--- src/rtl/board_clock_reset_conditioner_button_debouncer.sv ---
// -----------------------------------------------------------------------------
// button_debouncer
// Debounces one raw asynchronous, active-high pushbutton.
//   1. A two-flop synchronizer brings the raw level into the clock domain.
//   2. A stability counter accepts a new level only after it has been stable
//      for DEBOUNCE_CYCLES consecutive cycles.
//
// Ports:
//   clock     in   clock
//   reset     in   asynchronous active-high reset; clears all state to 0
//   raw       in   raw button level (asynchronous)
//   debounced out  accepted level
//   pressed   out  one-cycle pulse in the cycle debounced first reads 1
// -----------------------------------------------------------------------------
module button_debouncer #(
    parameter int DEBOUNCE_CYCLES = 500000
) (
    input  logic clock,
    input  logic reset,
    input  logic raw,
    output logic debounced,
    output logic pressed
);

    localparam int CW = (DEBOUNCE_CYCLES > 1) ? $clog2(DEBOUNCE_CYCLES) : 1;
    localparam logic [CW-1:0] C_MAX = CW'(DEBOUNCE_CYCLES - 1);

    if (DEBOUNCE_CYCLES < 1) begin : g_bad_debounce
        $error("button_debouncer: DEBOUNCE_CYCLES must be >= 1");
    end

    logic          meta_q;
    logic          sync_q;
    logic          db_q;
    logic          db_d;
    logic          pressed_q;
    logic          pressed_d;
    logic [CW-1:0] cnt_q;
    logic [CW-1:0] cnt_d;

    // The counter only runs while the synchronized level disagrees with the
    // accepted level, so any bounce back to the accepted level restarts it.
    always_comb begin
        cnt_d = '0;
        db_d  = db_q;
        if (sync_q != db_q) begin
            if (cnt_q == C_MAX) begin
                db_d = sync_q;
            end else begin
                cnt_d = cnt_q + CW'(1);
            end
        end
        // Registered alongside db_q so the pulse lines up with the first 1.
        pressed_d = db_d & ~db_q;
    end

    always_ff @(posedge clock or posedge reset) begin
        if (reset) begin
            meta_q    <= 1'b0;
            sync_q    <= 1'b0;
            db_q      <= 1'b0;
            pressed_q <= 1'b0;
            cnt_q     <= '0;
        end else begin
            meta_q    <= raw;
            sync_q    <= meta_q;
            db_q      <= db_d;
            pressed_q <= pressed_d;
            cnt_q     <= cnt_d;
        end
    end

    assign debounced = db_q;
    assign pressed   = pressed_q;

endmodule

--- src/rtl/board_clock_reset_conditioner.sv ---
// -----------------------------------------------------------------------------
// board_clock_reset_conditioner
// Board-level front end: divides the board clock, debounces the reset button
// and general buttons, and sequences a stretched active-low system reset whose
// release is aligned to the falling edge of the divided clock.
//
// Ports:
//   clock             in   board clock
//   reset             in   asynchronous active-high power-on/external reset
//   reset_button      in   raw reset pushbutton, active-high
//   buttons           in   raw general buttons, active-high
//   clock_divided     out  clock / CLOCK_DIVIDER, 50 % duty, registered
//   clock_enable      out  strobe in the last low-phase cycle of clock_divided
//   reset_n_out       out  active-low system reset
//   buttons_debounced out  debounced button levels
//   buttons_pressed   out  one-cycle pulse per debounced 0->1
// -----------------------------------------------------------------------------
module board_clock_reset_conditioner #(
    parameter int CLOCK_DIVIDER     = 2,
    parameter int NUM_BUTTONS       = 1,
    parameter int DEBOUNCE_CYCLES   = 500000,
    parameter int RESET_HOLD_CYCLES = 16
) (
    input  logic                   clock,
    input  logic                   reset,
    input  logic                   reset_button,
    input  logic [NUM_BUTTONS-1:0] buttons,
    output logic                   clock_divided,
    output logic                   clock_enable,
    output logic                   reset_n_out,
    output logic [NUM_BUTTONS-1:0] buttons_debounced,
    output logic [NUM_BUTTONS-1:0] buttons_pressed
);

    localparam int PW = (CLOCK_DIVIDER > 2) ? $clog2(CLOCK_DIVIDER) : 1;
    localparam int HW = (RESET_HOLD_CYCLES > 1) ? $clog2(RESET_HOLD_CYCLES) : 1;

    localparam logic [PW-1:0] P_LAST = PW'(CLOCK_DIVIDER - 1);
    localparam logic [PW-1:0] P_HIGH = PW'(CLOCK_DIVIDER / 2);
    localparam logic [PW-1:0] P_EN   = PW'(CLOCK_DIVIDER / 2 - 1);
    localparam logic [HW-1:0] H_MAX  = HW'(RESET_HOLD_CYCLES - 1);

    if (CLOCK_DIVIDER < 2 || (CLOCK_DIVIDER % 2) != 0) begin : g_bad_divider
        $fatal(1, "CLOCK_DIVIDER must be even and >= 2");
    end
    if (NUM_BUTTONS < 1) begin : g_bad_buttons
        $error("NUM_BUTTONS must be >= 1");
    end
    if (RESET_HOLD_CYCLES < 1) begin : g_bad_hold
        $error("RESET_HOLD_CYCLES must be >= 1");
    end

    typedef enum logic {
        HOLD = 1'b0,
        RUN  = 1'b1
    } seq_state_t;

    // ------------------------------------------------------------------ divider
    logic [PW-1:0] p_q;
    logic [PW-1:0] p_d;
    logic          clk_div_q;
    logic          clk_div_d;
    logic          clk_en_q;
    logic          clk_en_d;

    // Outputs are decoded from the next phase so the registered values track
    // the current phase exactly.
    always_comb begin
        p_d       = (p_q == P_LAST) ? '0 : p_q + PW'(1);
        clk_div_d = (p_d >= P_HIGH);
        clk_en_d  = (p_d == P_EN);
    end

    always_ff @(posedge clock or posedge reset) begin
        if (reset) begin
            p_q       <= '0;
            clk_div_q <= 1'b0;
            clk_en_q  <= 1'b0;
        end else begin
            p_q       <= p_d;
            clk_div_q <= clk_div_d;
            clk_en_q  <= clk_en_d;
        end
    end

    assign clock_divided = clk_div_q;
    assign clock_enable  = clk_en_q;

    // ---------------------------------------------------------------- debounce
    // Channel NUM_BUTTONS is the reset button; the rest map to buttons[].
    logic [NUM_BUTTONS:0] raw_all;
    logic [NUM_BUTTONS:0] db_all;
    logic [NUM_BUTTONS:0] pr_all;

    assign raw_all = {reset_button, buttons};

    genvar gi;
    for (gi = 0; gi <= NUM_BUTTONS; gi++) begin : g_debounce
        button_debouncer #(
            .DEBOUNCE_CYCLES(DEBOUNCE_CYCLES)
        ) u_debouncer (
            .clock    (clock),
            .reset    (reset),
            .raw      (raw_all[gi]),
            .debounced(db_all[gi]),
            .pressed  (pr_all[gi])
        );
    end

    assign buttons_debounced = db_all[NUM_BUTTONS-1:0];
    assign buttons_pressed   = pr_all[NUM_BUTTONS-1:0];

    logic rst_btn_level;
    logic rst_btn_rise;
    assign rst_btn_level = db_all[NUM_BUTTONS];
    assign rst_btn_rise  = pr_all[NUM_BUTTONS];

    // --------------------------------------------------------------- sequencer
    seq_state_t    state_q;
    seq_state_t    state_d;
    logic [HW-1:0] h_q;
    logic [HW-1:0] h_d;

    always_ff @(posedge clock or posedge reset) begin
        if (reset) begin
            state_q <= HOLD;
            h_q     <= '0;
        end else begin
            state_q <= state_d;
            h_q     <= h_d;
        end
    end

    always_comb begin
        state_d = state_q;
        h_d     = h_q;
        case (state_q)
            HOLD: begin
                if (rst_btn_level) begin
                    h_d = '0;
                end else if (h_q != H_MAX) begin
                    h_d = h_q + HW'(1);
                end
                // Leaving on the last phase makes reset_n_out rise together
                // with the falling edge of clock_divided.
                if (h_q == H_MAX && !rst_btn_level && p_q == P_LAST) begin
                    state_d = RUN;
                end
            end
            RUN: begin
                h_d = '0;
                // RUN is only entered with the debounced level at 0, so its
                // rising pulse marks the first cycle it reads 1.
                if (rst_btn_rise) begin
                    state_d = HOLD;
                end
            end
            default: begin
                state_d = HOLD;
                h_d     = '0;
            end
        endcase
    end

    always_comb begin
        reset_n_out = (state_q == RUN);
    end

endmodule
--- config.mk ---
export PLATFORM = sky130hd
export DESIGN_NAME = board_clock_reset_conditioner
export DESIGN_NICKNAME = d
export VERILOG_FILES = /design/src/rtl/board_clock_reset_conditioner_button_debouncer.sv /design/src/rtl/board_clock_reset_conditioner.sv
export SDC_FILE = /design/constraint.sdc
export NUM_CORES = 1
export LEC_CHECK = 0
export ABC_AREA = 1
export CAP_MARGIN = 20
export CORE_MARGIN = 4
export CORE_UTILIZATION = 45
export CTS_BUF_LIST = sky130_fd_sc_hd__clkbuf_4 sky130_fd_sc_hd__clkbuf_8
export DETAILED_ROUTE_END_ITERATION = 8
export PLACE_DENSITY_LB_ADDON = 0.15
export RECOVER_POWER = 25
export SYNTH_ARGS = -nofsm -noshare
export SYNTH_HDL_FRONTEND = slang
export SYNTH_SLANG_ARGS = --single-unit
--- constraint.sdc ---
create_clock -name clock -period 1.7 [get_ports clock]
set_input_delay 0.34 -clock clock [delete_from_list [all_inputs] [get_ports clock]]
set_output_delay 0.34 -clock clock [all_outputs]
set_load 0.05 [all_outputs]
; Word-level counts from Yosys, hierarchy flattened
; Cells that the tools add are included.
; Widths: inputs -> output; s select.
[op_classes]
order_cmp = 1
eq_ne = 7
bitwise_logic = 6
reduce_logical = 3
addsub = 4
mux = 15
[ops]
columns = cell, n
row1 = $mux 19, 4
row2 = $add 19x1->19 const B, 2
row3 = $eq 19x19->1 const B, 2
row4 = $mux 4, 2
row5 = $pmux 4 s2, 1
row6 = $mux 1, 7
row7 = $add 4x1->4 const B, 1
row8 = $eq 4x4->1 const B, 1
row9 = $ne 4x4->1 const B, 1
row10 = $not 1->1, 4
row11 = $ne 3x2->1 const B, 1
row12 = $and 1x1->1, 2
row13 = $logic_and 1x1->1, 2
row14 = $ne 1x1->1, 2
row15 = $pmux 1 s2, 1
row16 = $add 1x1->1 const B, 1
row17 = $ge 1x1->1 const B, 1
row18 = $logic_not 1->1, 1
[totals]
out_inout_bits = 5
ff_bits = 54

; Depth between registers and ports, before layout
; Gate-level depths: netlist (run 1).
[depth]
ltp_word = 5
depth_mapped = 8
mapped_depth_nobuf = 8

; Modules after synthesis
; From an unflattened synthesis (run 1), not the netlist that was laid out.
[hier_totals]
cells_unflattened = 351
hier_area_um2 = 2795.2
[modules_own_cells]
columns = mod, seq_area_each_um2, area_each_um2, cells_each, n_inst
row1 = button_debouncer, 575.6, 1233.7, 157, 2
row2 = board_clock_reset_conditioner, 175.2, 327.8, 37, 1

; Worst setup path before layout (run 1)
; OpenSTA, ideal clock, no wires.
[synth_path]
path_type = reg-to-reg
from = register g_debounce[0].u_debouncer.db_q
to = register g_debounce[0].u_debouncer.cnt_q[2]
slack_ns = 0.371
required_time_ns = 1.566
arrival_ns = 1.194
path_stages_with_launch = 4
setup_time_ns = 0.134
n_path_buf = 1
path_cell_list = dfrtp_1 > xnor2_1 > clkbuf_1 > nor3b_1
[synth_via]
elab_chain_len = 2
[synth_lines]
columns = element, line_no
row1 = start: declaration, board_clock_reset_conditioner_button_debouncer.sv:34  ; logic db_q;
row2 = start signal: assignment, board_clock_reset_conditioner_button_debouncer.sv:61  ; db_q <= 1'b0;
row3 = start signal: assignment, board_clock_reset_conditioner_button_debouncer.sv:67  ; db_q <= db_d;
row4 = $ne 1x1->1, board_clock_reset_conditioner_button_debouncer.sv:46  ; if (sync_q != db_q) begin
row5 = $mux 19, board_clock_reset_conditioner_button_debouncer.sv:46
row6 = net g_debounce[0].u_debouncer.cnt_d[2], board_clock_reset_conditioner_button_debouncer.sv:39  ; logic [CW-1:0] cnt_d;
row7 = end signal: assignment, board_clock_reset_conditioner_button_debouncer.sv:69  ; cnt_q <= cnt_d;
row8 = end: declaration, board_clock_reset_conditioner_button_debouncer.sv:38  ; logic [CW-1:0] cnt_q;
; The timed path passes the listed nets, and every way through them passes these cells.
; A chain may end at the register's enable or synchronous reset.

; Final worst setup path (run 1)
[layout_path]
from = register g_debounce[1].u_debouncer.cnt_q[0]
to = register g_debounce[1].u_debouncer.cnt_q[5]
[layout_via]
elab_chain_len = 3
elab_cells_between_ends = 4
[layout_lines]
columns = element, line_no
row1 = start: declaration, board_clock_reset_conditioner_button_debouncer.sv:38
row2 = start signal: assignment, board_clock_reset_conditioner_button_debouncer.sv:69
row3 = $add 19x1->19 or $eq 19x19->1 (tied branches), "board_clock_reset_conditioner_button_debouncer.sv:50, board_clock_reset_conditioner_button_debouncer.sv:47"
row4 = $mux 19 (*), board_clock_reset_conditioner_button_debouncer.sv:47  ; if (cnt_q == C_MAX) begin
row5 = $mux 19 (*), board_clock_reset_conditioner_button_debouncer.sv:46
row6 = net g_debounce[1].u_debouncer.cnt_d[5], board_clock_reset_conditioner_button_debouncer.sv:39
; The timed path passes the listed nets; every way through them passes the cells marked *.

==> flow_metrics.py, run 1 <==
metrics = {
    "run_status": {
        "status": "complete, no violations",
    },
    "cells_and_area": {
        "finish.utilization": 0.513,
        "antenna_cells": 0,
        "finalNetCount": 366,
        "syn_to_final_growth_pct": 11.4,
        "drive_gt1_frac": 0.0944,
        "fillCellCount": 583,
        "final_cell_area_um2": 3020,
        "final_cells": 435,
    },
    "logic_synthesis": {
        "syn_area_um2": 2710,
        "synth_cells": 342,
        "ys_warn_count": 0,
        "synth.top_cells.by_area": "dfrtp_1 (49%), nor2_1 (12%), nand2_1 (7.8%), nand3_1 (5.9%), inv_1 (5.5%)",
        "synth_mux_area_frac": 0,
        "synthAdderAreaFrac": 0.0139,
        "ys_seq_elements": 53,
        "yosys.area_share.simple": 0.326,
        "post-synth-top-area-cell": "dfrtp_1",
        "synth_compound_gate_area_share": 0.0374,
        "yosys.area.top_type_share": 0.489,
        "synth-xor-area-share": 0.0739,
        "seq_area_frac_synth": 0.489,
        "avgSynthCellArea_um2": 7.92,
        "synth_nets": 349,
        "synth_top_family_by_area": "simple AND/OR/NAND/NOR gates",
        "yosysUniqueCellTypes": 25,
    },
    "routing": {
        "dr.pass1.iters": 4,
        "drtIter0Drc": 39,
        "avgRoutedWirePerCell_um": 11.5,
        "drc": 0,
        "vias": 2020,
        "ant_nets": 0,
        "viasPerCell": 4.64,
        "routed_wl_um": 4990,
    },
    "clocking": {
        "cts_tree": "done",
        "cts_buffers": 5,
        "clock-sinks": 53,
        "cts_htree_levels": 2,
        "clkSlewWorstSetupHoldPaths_ns": 0.10,
        "clk_path_buf_depth": 2,
        "clk-insertion-delay-late_ns": 0.30,
        "cts_resized": 0,
        "cts_root_buf": "clkbuf_8",
        "postCtsSetupRepairBufs": 0,
        "holdBufCountCts": 0,
    },
    "sta": {
        "fin_crit_ns": 1.45,
        "min_period_over_period": 0.852,
        "setup_viol": 0,
        "max_freq_ghz": 0.691,
        "tns_ns": 0,
        "slew_violations": 0,
        "hold_slack_ns": 0.352,
        "hold_viol": 0,
        "worst_pin_slew_ns": 0.556,
        "finClkSkew_ns": 0.00707,
        "rsz0062_at_grt": "no",
        "worst_slew_margin_rel": 0.629,
    },
    "floorplan": {
        "die_w_um": 85.6,
        "dieHeight_um": 85.6,
        "io_pins": 9,
        "die_area_um2": 7330,
        "core_area_um2": 5890,
        "fp-row-count": 28,
        "initial_core_util": 0.460,
    },
    "setup_path": {
        "end_kind": "flip-flop",
        "crit_arrival_ns": 1.63,
        "crit_path_start_kind": "flip-flop",
        "worst-path-max-fanout": 8,
        "worstPathRequired_ns": 1.89,
        "critical_path_class": "reg2reg",
    },
    "placement": {
        "portBuffers": 8,
        "dpl.hpwl_um": 3850,
        "place.gp.congestion": 0.841,
        "place_inst": 427,
        "dpl-instance-area_um2": 2920,
    },
    "global_route": {
        "grt-ovfl-total": 0,
        "grtUsageTotal": 0.156,
        "grt_first_pass_wirelength_um": 9240,
        "grt_max_degree": 25,
        "grt_pass1_vias": 2091,
        "antenna_found_initial": 0,
    },
    "pwr": {
        "peakVddDrop_mv": 0.500,
        "leakage_uw": 0.00131,
        "cellPowerDensity_nw_per_um2": 745,
    },
    "hold_path": {
        "hold_path.class": "reg2reg",
    },
    "job": {
        "cap_viol_max_count": 0,
    },
}
==> final cells by class <==
| cell class | instances | area, µm² | share of cell area |
|---|---|---|---|
| Sequential cell | 53 | 1330 | 0.439 |
| Tap cell | 75 | 93.8 | 0.0311 |
| Clock buffer | 6 | 82.6 | 0.0273 |
| Inverter | 42 | 158 | 0.0522 |
| Clock inverter | 2 | 37.5 | 0.0124 |
| Timing Repair Buffer | 11 | 100 | 0.0331 |
| Multi-Input combinational cell | 246 | 1220 | 0.405 |
==> critical path: stages (launching register included) <==
cell and delay [ns]:
dfrtp_1 0.39, ha_1 0.20, nand2_1 0.10, nor2_1 0.17, nand3_2 0.19, nand2_1 0.21, nor2_1 0.07
==> sequential cells by signal, summed over array words and instances (netlist names) <==
signal and flops:
h_q 4, g_debounce.u_debouncer.sync_q 2, g_debounce.u_debouncer.debounced 2, g_debounce.u_debouncer.meta_q 2, g_debounce.u_debouncer.pressed 2, clock_divided 1, g_debounce.u_debouncer.cnt_q 38, reset_n_out 1
clock_enable 1
==> power breakdown <==
group	internal, µW	total [µW]	leakage (µW)	switching [µW]
clock	479	881	0.0000574	402
combinational	26.5	82.5	0.000538	56.0
sequential	1280	1290	0.000717	11.2
total	1780	2250	0.00131	469
==> cell usage after synthesis <==
| cell | number |
|---|---|
| nor2_1 | 89 |
| nand2_1 | 56 |
| dfrtp_1 | 53 |
| inv_1 | 40 |
| nand3_1 | 32 |
| xor2_1 | 15 |
| o21ai_0 | 8 |
| a21oi_1 | 6 |
| xnor2_1 | 6 |
| nand2_2 | 5 |
| nor2_2 | 5 |
| nor2_4 | 4 |
| ha_1 | 3 |
| nand4_1 | 3 |
| nor3_1 | 3 |
| and2_1 | 2 |
| inv_2 | 2 |
| nor3b_1 | 2 |
| o21ai_1 | 2 |
| clkbuf_1 | 1 |
| nand3_2 | 1 |
| o21a_1 | 1 |
| o22ai_1 | 1 |
| o31ai_1 | 1 |
| xor2_2 | 1 |
==> metrics by stage <==
stage	power [µW]	worst slack (ns)
after floorplan	1360	0.0738
after CTS	2300	0.218
final	2250	0.252
after global placement	1400	0.231
after detailed placement	1400	0.232
after global routing	2350	0.0651
==> layout by cell type, fill, tap and decap left out <==
| cell type | n |
|---|---|
| nor2_1 | 89 |
| nand2_1 | 56 |
| dfrtp_1 | 53 |
| inv_1 | 40 |
| nand3_1 | 32 |
| xor2_1 | 15 |
| o21ai_0 | 8 |
| a21oi_1 | 6 |
| xnor2_1 | 6 |
| clkbuf_8 | 6 |
| buf_4 | 6 |
| nand2_2 | 5 |
| nor2_2 | 5 |
| nor2_4 | 4 |
| nand4_1 | 3 |
| nor3_1 | 3 |
| ha_1 | 3 |
| dlygate4sd3_1 | 3 |
| inv_2 | 2 |
| o21ai_1 | 2 |
| nor3b_1 | 2 |
| and2_1 | 2 |
| nand3_2 | 1 |
| xor2_2 | 1 |
| o21a_1 | 1 |
| o22ai_1 | 1 |
| o31ai_1 | 1 |
| clkinvlp_4 | 1 |
| bufinv_16 | 1 |
| clkbuf_2 | 1 |
| buf_12 | 1 |
==> kinds of logic (layout without fill, tap and decap cells) <==
kind of cell | after synthesis | after routing
and+or+nand+nor | 202 | 202
DFF | 53 | 53
buffers and inverters | 43 | 61
xor gates and xnor gates | 22 | 22
AOI/OAI and AO/OA | 19 | 19
adders and majority gates | 3 | 3
==> metal layers <==
layer	global-route usage	part of all wire	routed length (µm)	vias up
li1	-	-	-	1100
met1	0.203	0.50	2490	906
met2	0.258	0.47	2340	10
met3	0.0298	0.016	82	4
met4	0.0590	0.015	74	0
met5	0	0	0	-
==> final timing paths <==
kind	start	to	slack, ns	cells past startpoint
worst max-delay path	g_debounce[1].u_debouncer.cnt_q[0]$_DFF_PP0_	g_debounce[1].u_debouncer.cnt_q[5]$_DFF_PP0_	0.25	6
worst min-delay path	g_debounce[0].u_debouncer.meta_q$_DFF_PP0_	g_debounce[0].u_debouncer.sync_q$_DFF_PP0_	0.35	0
worst max register to register	g_debounce[1].u_debouncer.cnt_q[0]$_DFF_PP0_	g_debounce[1].u_debouncer.cnt_q[5]$_DFF_PP0_	0.25	6
worst min register to register	g_debounce[0].u_debouncer.meta_q$_DFF_PP0_	g_debounce[0].u_debouncer.sync_q$_DFF_PP0_	0.35	0
max in group asynchronous	reset	g_debounce[1].u_debouncer.cnt_q[9]$_DFF_PP0_	0.35	3
min in group asynchronous	reset	g_debounce[0].u_debouncer.cnt_q[12]$_DFF_PP0_	0.51	2
No activity file was read; power rests on OpenSTA's default activity.
==> run 2, diff against run 1 <==
--- a/config.mk
+++ b/config.mk
@@ -11,8 +11,9 @@
 export CORE_UTILIZATION = 45
 export CTS_BUF_LIST = sky130_fd_sc_hd__clkbuf_4 sky130_fd_sc_hd__clkbuf_8
 export DETAILED_ROUTE_END_ITERATION = 8
-export PLACE_DENSITY_LB_ADDON = 0.15
+export PLACE_DENSITY_LB_ADDON = 0.05
 export RECOVER_POWER = 25
 export SYNTH_ARGS = -nofsm -noshare
 export SYNTH_HDL_FRONTEND = slang
 export SYNTH_SLANG_ARGS = --single-unit
+export TNS_END_PERCENT = 100
==> constraint.sdc (replaced) <==
create_clock -name clock -period 1.6 [get_ports clock]
set_input_delay 0.32 -clock clock [delete_from_list [all_inputs] [get_ports clock]]
set_output_delay 0.32 -clock clock [all_outputs]
set_load 0.05 [all_outputs]
==> flow_metrics.py, run 2 (synthesis results as in run 1) <==
metrics = {
    "setup_path": {
        "crit_family": "simple AND/OR/NAND/NOR gates",
        "crit_path_start_kind": "flip-flop",
        "worst-path-max-fanout": 3,
        "critPathSlowestCell": "dfrtp_1",
        "cpPeakStageDelay_ns": 0.38,
        "cp_common_cell": "nor2_1",
        "cp.buffers_inverters": 0,
        "rr_startpoint": "g_debounce[1].u_debouncer.cnt_q[0]$_DFF_PP0_",
        "end_kind": "flip-flop",
        "crit_path_start": "g_debounce[1].u_debouncer.cnt_q[0]$_DFF_PP0_",
        "critical_path_class": "reg2reg",
        "worstPathRequired_ns": 1.80,
        "path_cells": "ha_1 -> nand2_1 -> nor2_1 -> nand2_1 -> nor2_1 -> nand3_1 -> nand3_1 -> nor2_1",
        "crit_arrival_ns": 1.65,
    },
    "routing": {
        "ant_nets": 0,
        "drtIter0Drc": 71,
        "viasPerCell": 4.81,
        "routed_wl_um": 5110,
        "met2_length_um": 2470,
        "m1WireLength_um": 2360,
        "wl_met3_um": 141,
        "drc": 0,
        "dr.pass1.iters": 4,
        "vias": 2089,
        "avgRoutedWirePerCell_um": 11.8,
        "top_layer": "met4",
    },
    "sta": {
        "max_freq_ghz": 0.690,
        "slew_violations": 0,
        "rsz0062_at_grt": "no",
        "tns_ns": 0,
        "fin_crit_ns": 1.45,
        "finClkSkew_ns": 0.00962,
        "worst_slew_margin_rel": 0.528,
        "hold_slack_ns": 0.349,
        "min_period_over_period": 0.905,
        "hold_viol": 0,
        "setup_viol": 0,
        "worst_pin_slew_ns": 0.709,
    },
    "cells_and_area": {
        "antenna_cells": 0,
        "multi_input_area_um2": 1220,
        "final_cells": 434,
        "final_common_cell": "nor2_1",
        "drive_gt1_frac": 0.0975,
        "top_regs": "g_debounce.u_debouncer.cnt_q: 38 flops, h_q: 4 flops",
        "final_cell_area_um2": 3010,
        "syn_to_final_growth_pct": 10.9,
        "final-seq-area_um2": 1330,
        "largest_reg_flops": 38,
        "finalNetCount": 365,
        "layout_common_cells": "nor2_1 (89), nand2_1 (55), dfrtp_1 (53), inv_1 (39), nand3_1 (32)",
        "regMostFlops": "g_debounce.u_debouncer.cnt_q",
        "fillCellCount": 595,
    },
    "clocking": {
        "cts_root_buf": "clkbuf_8",
        "clkSlewWorstSetupHoldPaths_ns": 0.09,
        "cts_buffers": 5,
        "clk_path_buf_depth": 2,
        "cts_tree": "done",
        "clk-insertion-delay-late_ns": 0.31,
        "clock-sinks": 53,
        "holdBufCountCts": 0,
        "cts_htree_levels": 2,
    },
    "floorplan": {
        "die_area_um2": 7330,
        "die_w_um": 85.6,
        "fp-row-count": 28,
        "core_area_um2": 5890,
        "io_pins": 9,
        "dieHeight_um": 85.6,
        "initial_core_util": 0.460,
    },
    "placement": {
        "portBuffers": 8,
        "dpl-instance-area_um2": 2920,
        "place_inst": 426,
        "place.gp.congestion": 0.822,
        "dpl.hpwl_um": 3820,
    },
    "pwr": {
        "peakVddDrop_mv": 0.421,
        "cellPowerDensity_nw_per_um2": 739,
        "leakage_uw": 0.00130,
    },
    "job": {
        "cap_viol_max_count": 0,
    },
    "global_route": {
        "grt_max_degree": 54,
        "grtUsageTotal": 0.162,
        "antenna_found_initial": 0,
        "grt_pass1_vias": 2119,
        "grt_first_pass_wirelength_um": 9360,
        "grt-ovfl-total": 0,
    },
    "run_status": {
        "status": "complete, no violations",
    },
    "hold_path": {
        "hold_path.class": "reg2reg",
        "min_from": "g_debounce[0].u_debouncer.meta_q$_DFF_PP0_",
    },
}
-- run 2: changes by cell type in the layout (fill, tap and decap cells not counted), sizes merged --
cell	delta
inv	-1
clkinvlp	+1
buf	-1
clkbuf	+1
bufinv	-1
-- run 2: routing by layer --
layer  up-vias  GRT usage
met5         -          0
met4         0     0.0835
met3        10     0.0298
met2        28      0.270
met1       961      0.199
li1       1090          -
-- run 2: what timing repair did --
action                                  in CTS  in global routing
setup buffers                                0                  0
endpoints found under the setup margin       0                  6
gates resized for setup                      0                  1
-- run 2: final timing paths --
path                       cells past startpoint                                            end  slack (ns)
max in group asynchronous                      3  g_debounce[1].u_debouncer.debounced$_DFF_PP0_        0.40
max reg2reg                                    8  g_debounce[1].u_debouncer.cnt_q[18]$_DFF_PP0_        0.15
min in group asynchronous                      3  g_debounce[0].u_debouncer.cnt_q[11]$_DFF_PP0_        0.72
min reg2reg                                    0     g_debounce[0].u_debouncer.sync_q$_DFF_PP0_        0.35
max                                            8  g_debounce[1].u_debouncer.cnt_q[18]$_DFF_PP0_        0.15
min                                            0     g_debounce[0].u_debouncer.sync_q$_DFF_PP0_        0.35
-- run 2: area by class of cell --
type                       instances  area share
multi-input combinational        246       0.408
inverter                          42      0.0537
clock buffer                       7      0.0279
tap                               75      0.0312
sequential                        53       0.441
clock inverter                     1     0.00250
timing repair buffer              10      0.0358
-- run 2: per-stage QoR --
step / utilization / setup WS (ns) / power [µW]
after floorplan: - / 0.271 / 1450
after global placement: 0.497 / 0.124 / 1490
after detailed placement: 0.497 / 0.121 / 1490
after CTS: 0.512 / 0.105 / 2270
after global routing: 0.511 / 0.000688 / 2340
final: 0.511 / 0.152 / 2220
-- run 2: power by group --
| part | switching [µW] | internal, µW |
|---|---|---|
| registers | 11.6 | 1360 |
| logic | 59.7 | 24.5 |
| clock network | 426 | 344 |
| total | 497 | 1720 |
